### src/rtl/reservation_station_x2.sv
// Two-entry reservation station: holds decoded ops until both operands are ready, issues oldest first.
// Optional RS_FAST_WAKEUP_EN lets an entry issue in the same cycle as its final wakeup broadcast.
module reservation_station_x2 #(
  parameter int ROBsize    = 32,
  parameter int ROBsizeLog = $clog2(ROBsize + 1)
) (
  input  logic                  clk_i,
  input  logic                  reset_i,
  input  logic                  decodeWriteEn_i,
  input  logic [ROBsizeLog-1:0] decodeROBTag_i,
  input  logic [ROBsizeLog-1:0] decodeROBTag1_i,
  input  logic [ROBsizeLog-1:0] decodeROBTag2_i,
  input  logic                  decodeReady1_i,
  input  logic                  decodeReady2_i,
  input  logic [63:0]           decodeROBval1_i,
  input  logic [63:0]           decodeROBval2_i,
  input  logic [9:0]            decodeCommands_i,
  output logic                  stall_o,
  input  logic [ROBsizeLog-1:0] issueROBTag_i,
  input  logic [64:0]           issueROBval_i,
  input  logic                  stall_i,
  output logic                  ready_o,
  output logic [63:0]           reservationStationVal1_o,
  output logic [63:0]           reservationStationVal2_o,
  output logic [9:0]            reservationStationCommands_o,
  output logic [ROBsizeLog-1:0] reservationStationTag_o
);

  logic [1:0]            valid, older, rdy1, rdy2;
  logic [ROBsizeLog-1:0] tag1 [2];
  logic [ROBsizeLog-1:0] tag2 [2];
  logic [ROBsizeLog-1:0] dstTag [2];
  logic [63:0]           val1 [2];
  logic [63:0]           val2 [2];
  logic [9:0]            cmd [2];

  logic        bcastValid;
  logic [63:0] bcastVal;
  logic [1:0]  match1, match2, eff1, eff2, issuable;
  logic        anySel, selIdx, issueFire, writeAcc, wIdx, oIdx;
  logic        decMatch1, decMatch2;

  assign bcastValid = issueROBval_i[64];
  assign bcastVal   = issueROBval_i[63:0];
  assign stall_o    = valid[0] & valid[1];
  assign writeAcc   = decodeWriteEn_i & ~stall_o;
  assign wIdx       = valid[0];
  assign oIdx       = ~wIdx;
  assign decMatch1  = bcastValid && (issueROBTag_i == decodeROBTag1_i);
  assign decMatch2  = bcastValid && (issueROBTag_i == decodeROBTag2_i);

  always_comb begin
    match1   = '0;
    match2   = '0;
    eff1     = '0;
    eff2     = '0;
    issuable = '0;
    for (int i = 0; i < 2; i++) begin
      match1[i] = bcastValid && (tag1[i] == issueROBTag_i);
      match2[i] = bcastValid && (tag2[i] == issueROBTag_i);
`ifdef RS_FAST_WAKEUP_EN
      eff1[i] = rdy1[i] | match1[i];
      eff2[i] = rdy2[i] | match2[i];
`else
      eff1[i] = rdy1[i];
      eff2[i] = rdy2[i];
`endif
      issuable[i] = valid[i] & eff1[i] & eff2[i];
    end
  end

  // With both issuable the age bit decides; a lone issuable entry is taken as is.
  always_comb begin
    anySel = |issuable;
    selIdx = 1'b0;
    if (issuable[0] && issuable[1]) selIdx = older[1];
    else if (issuable[1])           selIdx = 1'b1;
  end

  assign issueFire = anySel & ~stall_i;

  always_comb begin
    ready_o                      = 1'b0;
    reservationStationVal1_o     = '0;
    reservationStationVal2_o     = '0;
    reservationStationCommands_o = '0;
    reservationStationTag_o      = '0;
    if (anySel) begin
      ready_o                      = 1'b1;
      reservationStationVal1_o     = rdy1[selIdx] ? val1[selIdx] : bcastVal;
      reservationStationVal2_o     = rdy2[selIdx] ? val2[selIdx] : bcastVal;
      reservationStationCommands_o = cmd[selIdx];
      reservationStationTag_o      = dstTag[selIdx];
    end
  end

  always_ff @(posedge clk_i) begin
    if (reset_i) begin
      valid <= '0;
      older <= '0;
      rdy1  <= '0;
      rdy2  <= '0;
    end else begin
      for (int i = 0; i < 2; i++) begin
        if (valid[i] && !rdy1[i] && match1[i]) begin
          rdy1[i] <= 1'b1;
          val1[i] <= bcastVal;
        end
        if (valid[i] && !rdy2[i] && match2[i]) begin
          rdy2[i] <= 1'b1;
          val2[i] <= bcastVal;
        end
      end
      if (issueFire) begin
        valid[selIdx] <= 1'b0;
        older[selIdx] <= 1'b0;
      end
      // The write slot was free before this edge, so it never collides with the issuing slot.
      if (writeAcc) begin
        valid[wIdx]  <= 1'b1;
        older[wIdx]  <= 1'b0;
        older[oIdx]  <= valid[oIdx] & ~(issueFire && (selIdx == oIdx));
        rdy1[wIdx]   <= decodeReady1_i | decMatch1;
        rdy2[wIdx]   <= decodeReady2_i | decMatch2;
        val1[wIdx]   <= decodeReady1_i ? decodeROBval1_i : bcastVal;
        val2[wIdx]   <= decodeReady2_i ? decodeROBval2_i : bcastVal;
        tag1[wIdx]   <= decodeROBTag1_i;
        tag2[wIdx]   <= decodeROBTag2_i;
        dstTag[wIdx] <= decodeROBTag_i;
        cmd[wIdx]    <= decodeCommands_i;
      end
    end
  end

endmodule

### config.mk
export PLATFORM = sky130hd
export DESIGN_NAME = reservation_station_x2
export DESIGN_NICKNAME = d
export VERILOG_FILES = /design/src/rtl/reservation_station_x2.sv
export SDC_FILE = /design/constraint.sdc
export NUM_CORES = 1
export LEC_CHECK = 0
export CAP_MARGIN = 25
export CORE_AREA = 2 2 214 216
export CTS_BUF_LIST = sky130_fd_sc_hd__clkbuf_8 sky130_fd_sc_hd__clkbuf_16
export DETAILED_ROUTE_END_ITERATION = 8
export DIE_AREA = 0 0 216 218
export MAX_ROUTING_LAYER = met4
export PLACE_DENSITY_LB_ADDON = 0.3
export SLEW_MARGIN = 20
export SYNTH_ARGS = -nofsm -noshare
export SYNTH_HDL_FRONTEND = slang
export SYNTH_SLANG_ARGS = --single-unit
### constraint.sdc
create_clock -name clk_i -period 7.54 [get_ports clk_i]
set_clock_uncertainty 0.2 [all_clocks]
set_input_delay 0.754 -clock clk_i [delete_from_list [all_inputs] [get_ports clk_i]]
set_output_delay 0.754 -clock clk_i [all_outputs]
set_load 0.005 [all_outputs]
==> Word level (Yosys, flattened, before mapping) <==
Memories as Yosys holds them, arrays and structs flattened.
Cells that the tools add are included.
{ "totals": {"mem_bits_rw": 312, "regBits": 8, "elab_cells": 124, "mem_count": 6, "out_inout_bits": 146, "input_bits": 233, "rom_bits": 0, "latchBits": 0} }
{ "memory_table": {"columns": ["memory", "depth", "word_bits", "rd", "rd_ports_with_merged_regs", "write_ports", "line_no", "source"], "rows": [
  ["val1", 2, 64, 1, 0, 3, "33", "logic [63:0] val1 [2];"],
  ["val2", 2, 64, 1, 0, 3, "34", "logic [63:0] val2 [2];"],
  ["cmd", 2, 10, 1, 0, 1, "35", "logic [9:0] cmd [2];"],
  ["dstTag", 2, 6, 1, 0, 1, "32", "logic [ROBsizeLog-1:0] dstTag [2];"],
  ["tag1", 2, 6, 2, 0, 1, "30", "logic [ROBsizeLog-1:0] tag1 [2];"],
  ["tag2", 2, 6, 2, 0, 1, "31", "logic [ROBsizeLog-1:0] tag2 [2];"]
]} }
{ "classes": {"order_cmp": 6, "bitwise": 20, "shift": 0, "n_mul": 0, "addsub": 0, "n_div": 0, "n_eq_ne": 7, "reduce_logical": 24, "muxes": 57} }
{ "ops": {"columns": ["cell", "n"], "rows": [
  ["$mux 64", 6],
  ["$eq 6x6->1", 6],
  ["$mux 1", 35],
  ["$logic_and 1x1->1", 19],
  ["$mux 2", 8],
  ["$mux 10", 1],
  ["$and 1x1->1", 8],
  ["$and 2x2->2", 3],
  ["$bwmux 2", 3],
  ["$lt 1x2->1 const B", 3],
  ["$mux 6", 1],
  ["$logic_not 1->1", 4],
  ["$not 1->1", 4],
  ["$not 2->2", 2],
  ["$demux 1 s1", 3],
  ["$ge 1x1->1 const B", 3],
  ["$or 1x1->1", 2],
  ["$or 2x2->2", 1],
  ["$reduce_or 2->1", 1],
  ["$eq 1x1->1", 1]
]} }

==> Depth between registers and ports, before layout <==
{ "logic_depth": {"depth_word": 15, "ltp_mapped": 9, "depth_no_buf": 6} }

==> Worst setup path before layout <==
Ideal clock, no wire load.
{ "synth_path": {"path_type": "input -> register", "from": "in reset_i", "to": "mem val1[1][0], enable pin", "arrival_time_ns": 5.476, "t_required_ns": 6.766, "setup_ns": 0.574, "path_slack_ns": 1.289, "path_stages": 2, "n_path_buf": 1, "path_cell_list": "clkbuf_1 -> o21ai_0"} }
{ "synth_lines": {"columns": ["element", "line_no", "source"], "rows": [
  ["from (decl)", "8", "input logic reset_i,"],
  ["to (decl)", "33", null]
]} }

==> Worst setup path after layout <==
{ "layout_path": {"from": "reg rdy1[0] (netlist: eff1[0])", "to": "out reservationStationVal1_o[60]"} }
{ "layout_between": {"elab_chain_len": 8, "word_cells_on_any_way": 10, "cone_classes": "mux (5); bitwise (2); reduce/logical (2); memory (1)"} }
{ "layout_lines": {"columns": ["element", "line_no", "source"], "rows": [
  ["from (decl)", "29", "logic [1:0] valid, older, rdy1, rdy2;"],
  ["from (signal, indexed assignment)", "123", "rdy1[wIdx] <= decodeReady1_i | decMatch1;"],
  ["$and 1x1->1 (2 in a row)", "68", "issuable[i] = valid[i] & eff1[i] & eff2[i];"],
  ["$logic_and 1x1->1", "76", "if (issuable[0] && issuable[1]) selIdx = older[1];"],
  ["$mux 1", "76", null],
  ["$mux 1 (not written as such) (2 in a row)", "90", "reservationStationVal1_o = rdy1[selIdx] ? val1[selIdx] : bcastVal;"],
  ["$mux 64", "90", null],
  ["$mux 64 (*)", "88", "if (anySel) begin"],
  ["to (decl)", "23", "output logic [63:0] reservationStationVal1_o,"]
]} }
Mark *: on every way between the ends. The rest lies on a longest branch, timed or not. The select of a mux whose other input is x is not followed.

==> results.json <==
{
  "grt_antenna_before_repair": 6,
  "cp.required_ps": 6590,
  "wl_met2_um": 23420,
  "syn_area_sq_um": 17650,
  "synth_edf_count": 312,
  "drt_iter0_drc": 640,
  "ant_nets": 0,
  "ys_seq_area_share_pct": 53.87,
  "fin_nets": 1781,
  "cts_setup_buffers": 0,
  "power_density_nw_per_um2": 191.0,
  "worstPathArrival_ps": 4150,
  "p_leak_nw": 7.894,
  "clkLatencyLatePin_ps": 550,
  "synth-seq-cells": 319,
  "port_buffers": 378,
  "cts_buffer_depth": 3,
  "cts_max_level": 2,
  "clk_pin_slew_ps": 60,
  "final-max-slew-violation-count": 0,
  "hold_class": "flip-flop to flip-flop",
  "slew_headroom_pct": 33.78,
  "r2r-end": "val1[0][0]$_DFFE_PP_",
  "vias_per_cell": 5.243,
  "path_class": "flip-flop to output port",
  "crit_start": "eff1[0]$_SDFF_PP0_",
  "max_cap_viol_count": 0,
  "rsz0062_at_grt": "false",
  "drc": 0,
  "fin_crit_sh_pct": 67.66,
  "wirelength_um": 47650,
  "top_layer_used": "met4",
  "worst_slew_pin_slew_ps": 993.2,
  "ys_types": 44,
  "placementRows": 78,
  "synthCells": 1207,
  "overflow": 0,
  "dp_hpwl_um": 30910,
  "fp.dieW_um": 216,
  "grt_pass1_wl_um": 71230,
  "final_cell_mix": "clkdlybuf4s50_1, edfxtp_1, nor2_1, mux2i_1, mux2_2",
  "final.min_clock_period_ps": 5101,
  "ctsHoldBuffers": 0,
  "endpoint": "reservationStationVal1_o[60]",
  "r2r_cells": 5,
  "grt_use_total_pct": 20.42,
  "numCtsBuffers": 38,
  "cp-end-kind": "output port",
  "dieArea_sq_um": 47090,
  "vdd_drop_max_uv": 128.3,
  "placed_area_sq_um": 21740,
  "status": "finished, final reports clean",
  "cts_resized": 0,
  "async_reset_ff_share_pct": 0,
  "detail_route.wl_per_cell_um": 21.84,
  "wl_met3_um": 2864,
  "die_h_um": 218,
  "met1Wirelength_um": 20490,
  "grt_max_degree": 113,
  "cp_max_fo": 112,
  "hold_viol_final": 0,
  "ios": 379,
  "ys_dominant_reg_cell": "edfxtp_1",
  "synth.net_count": 1441,
  "synth.avg_cell_area_sq_um": 14.62,
  "yosys_warnings": 0,
  "finalInstanceArea_sq_um": 23060,
  "fmax_mhz": 196.0,
  "core-area_sq_um": 44890,
  "final-setup-viol-count": 0,
  "final_common_cell": "clkdlybuf4s50_1",
  "cts.sinks": 319,
  "setup_tns_ps": 0,
  "gp_congestion": 0.7797,
  "grt_pass1_vias": 11810,
  "drive_above_1_share_pct": 26.27,
  "rrSetupSlack_ps": 3770,
  "clockRootBuffer": "clkbuf_16",
  "cp-start-kind": "flip-flop",
  "drt-pass1-iter-count": 5,
  "r2r_start": "valid[0]$_SDFF_PP0_",
  "cts_tree": "built",
  "num_vias": 11441,
  "areaGrowthSynthToFinish_pct": 30.65,
  "start_util_pct": 39.32
}
## registers in the layout, summed over array words and instances (netlist names)
signal / count
eff1: 2
val1: 128
dstTag: 12
valid: 2
older: 1
tag2: 12
val2: 128
tag1: 12
cmd: 20
eff2: 2
## critical path, cell delays in order (launching register included)
cell and delay (ps):
dfxtp_4 760, and3_4 360, a21o_4 660, buf_12 460, nor2_1 80, a211oi_1 440, clkdlybuf4s50_1 600
## final cells by class
type                       instances  area [sq um]
tap                              600         750.7
antenna                            6         15.01
clock inverter                    28         227.7
timing repair buffer             396          4036
multi-input combinational        787          7471
fill                            3917         21830
sequential                       319          9517
inverter                           5         18.77
clock buffer                      41          1026
## cells in the mapped netlist, types with 2 or more instances
library cell / instances / share of area [%]
clkbuf_1: 18 / 0.38
mux2_2: 122 / 7.8
buf_12: 14 / 1.6
nor4_1: 4 / 0.14
a211oi_1: 50 / 2.1
nand2_1: 37 / 0.79
buf_2: 43 / 1.2
a211oi_2: 83 / 5.9
inv_1: 4 / 0.085
nor2_4: 2 / 0.13
a21oi_1: 20 / 0.57
xor2_1: 29 / 1.4
nand3_1: 8 / 0.23
o21ai_0: 2 / 0.057
mux2i_1: 127 / 7.2
nand3b_1: 2 / 0.085
nor3_1: 3 / 0.085
or4_1: 2 / 0.085
nand2_4: 2 / 0.13
xnor2_1: 7 / 0.35
mux2_1: 14 / 0.89
dfxtp_1: 7 / 0.79
buf_1: 2 / 0.043
nand4_1: 2 / 0.071
and2_4: 2 / 0.099
nor2_1: 136 / 2.9
mux2_4: 120 / 10
buf_4: 18 / 0.77
edfxtp_1: 312 / 53
## power breakdown
part | leakage [nW] | switching, mW | internal, mW
combinational | 4.33 | 0.219 | 0.287
sequential | 2.92 | 0.0335 | 2.03
clock | 0.639 | 0.724 | 1.11
total | 7.89 | 0.977 | 3.43
## per-stage QoR
stage          hold WS [ps]  total power, mW  std cells  util, %  setup slack (ps)
6_report              414.9            4.405       2182    51.37              2439
5_1_grt               436.6            4.562       2182    51.37              2262
4_1_cts               396.4            4.460       2174    51.21              2403
3_5_place_dp          369.5            2.605       2105    48.42              2675
3_3_place_gp          364.5            2.590       2102    48.24              2730
2_1_floorplan         299.9            2.374       1207        -              1289
## routing by layer
metal	vias to the layer above	global-route usage (%)
met1	5754	25.41
met3	52	4.603
met4	0	6.393
met2	315	33.20
li1	5320	-
met5	-	-
## worst min path at each step
stage	from	end	slack, ps	depth (start not counted)
4_1_cts	valid[1]$_SDFF_PP0_	valid[1]$_SDFF_PP0_	400	2
3_5_place_dp	valid[1]$_SDFF_PP0_	valid[1]$_SDFF_PP0_	370	2
6_report	valid[1]$_SDFF_PP0_	valid[1]$_SDFF_PP0_	410	2
5_1_grt	valid[1]$_SDFF_PP0_	valid[1]$_SDFF_PP0_	440	2
3_3_place_gp	valid[1]$_SDFF_PP0_	valid[1]$_SDFF_PP0_	360	2
2_1_floorplan	valid[1]$_SDFF_PP0_	valid[1]$_SDFF_PP0_	300	2
## cells by family (layout without fill, tap and decap cells)
logic type      after synthesis  count (layout)  share of synthesized area, %
compound gates              161             161                         8.924
xor+xnor                     36              36                         1.786
fa+ha+maj                     1               1                       0.07087
buf+inv                     101             470                         4.168
flops                       319             319                         53.87
mux                         383             383                         26.08
other cells                   0               6                             0
simple gates                206             206                         5.096
Note: power is estimated with default switching activity, not from simulation.
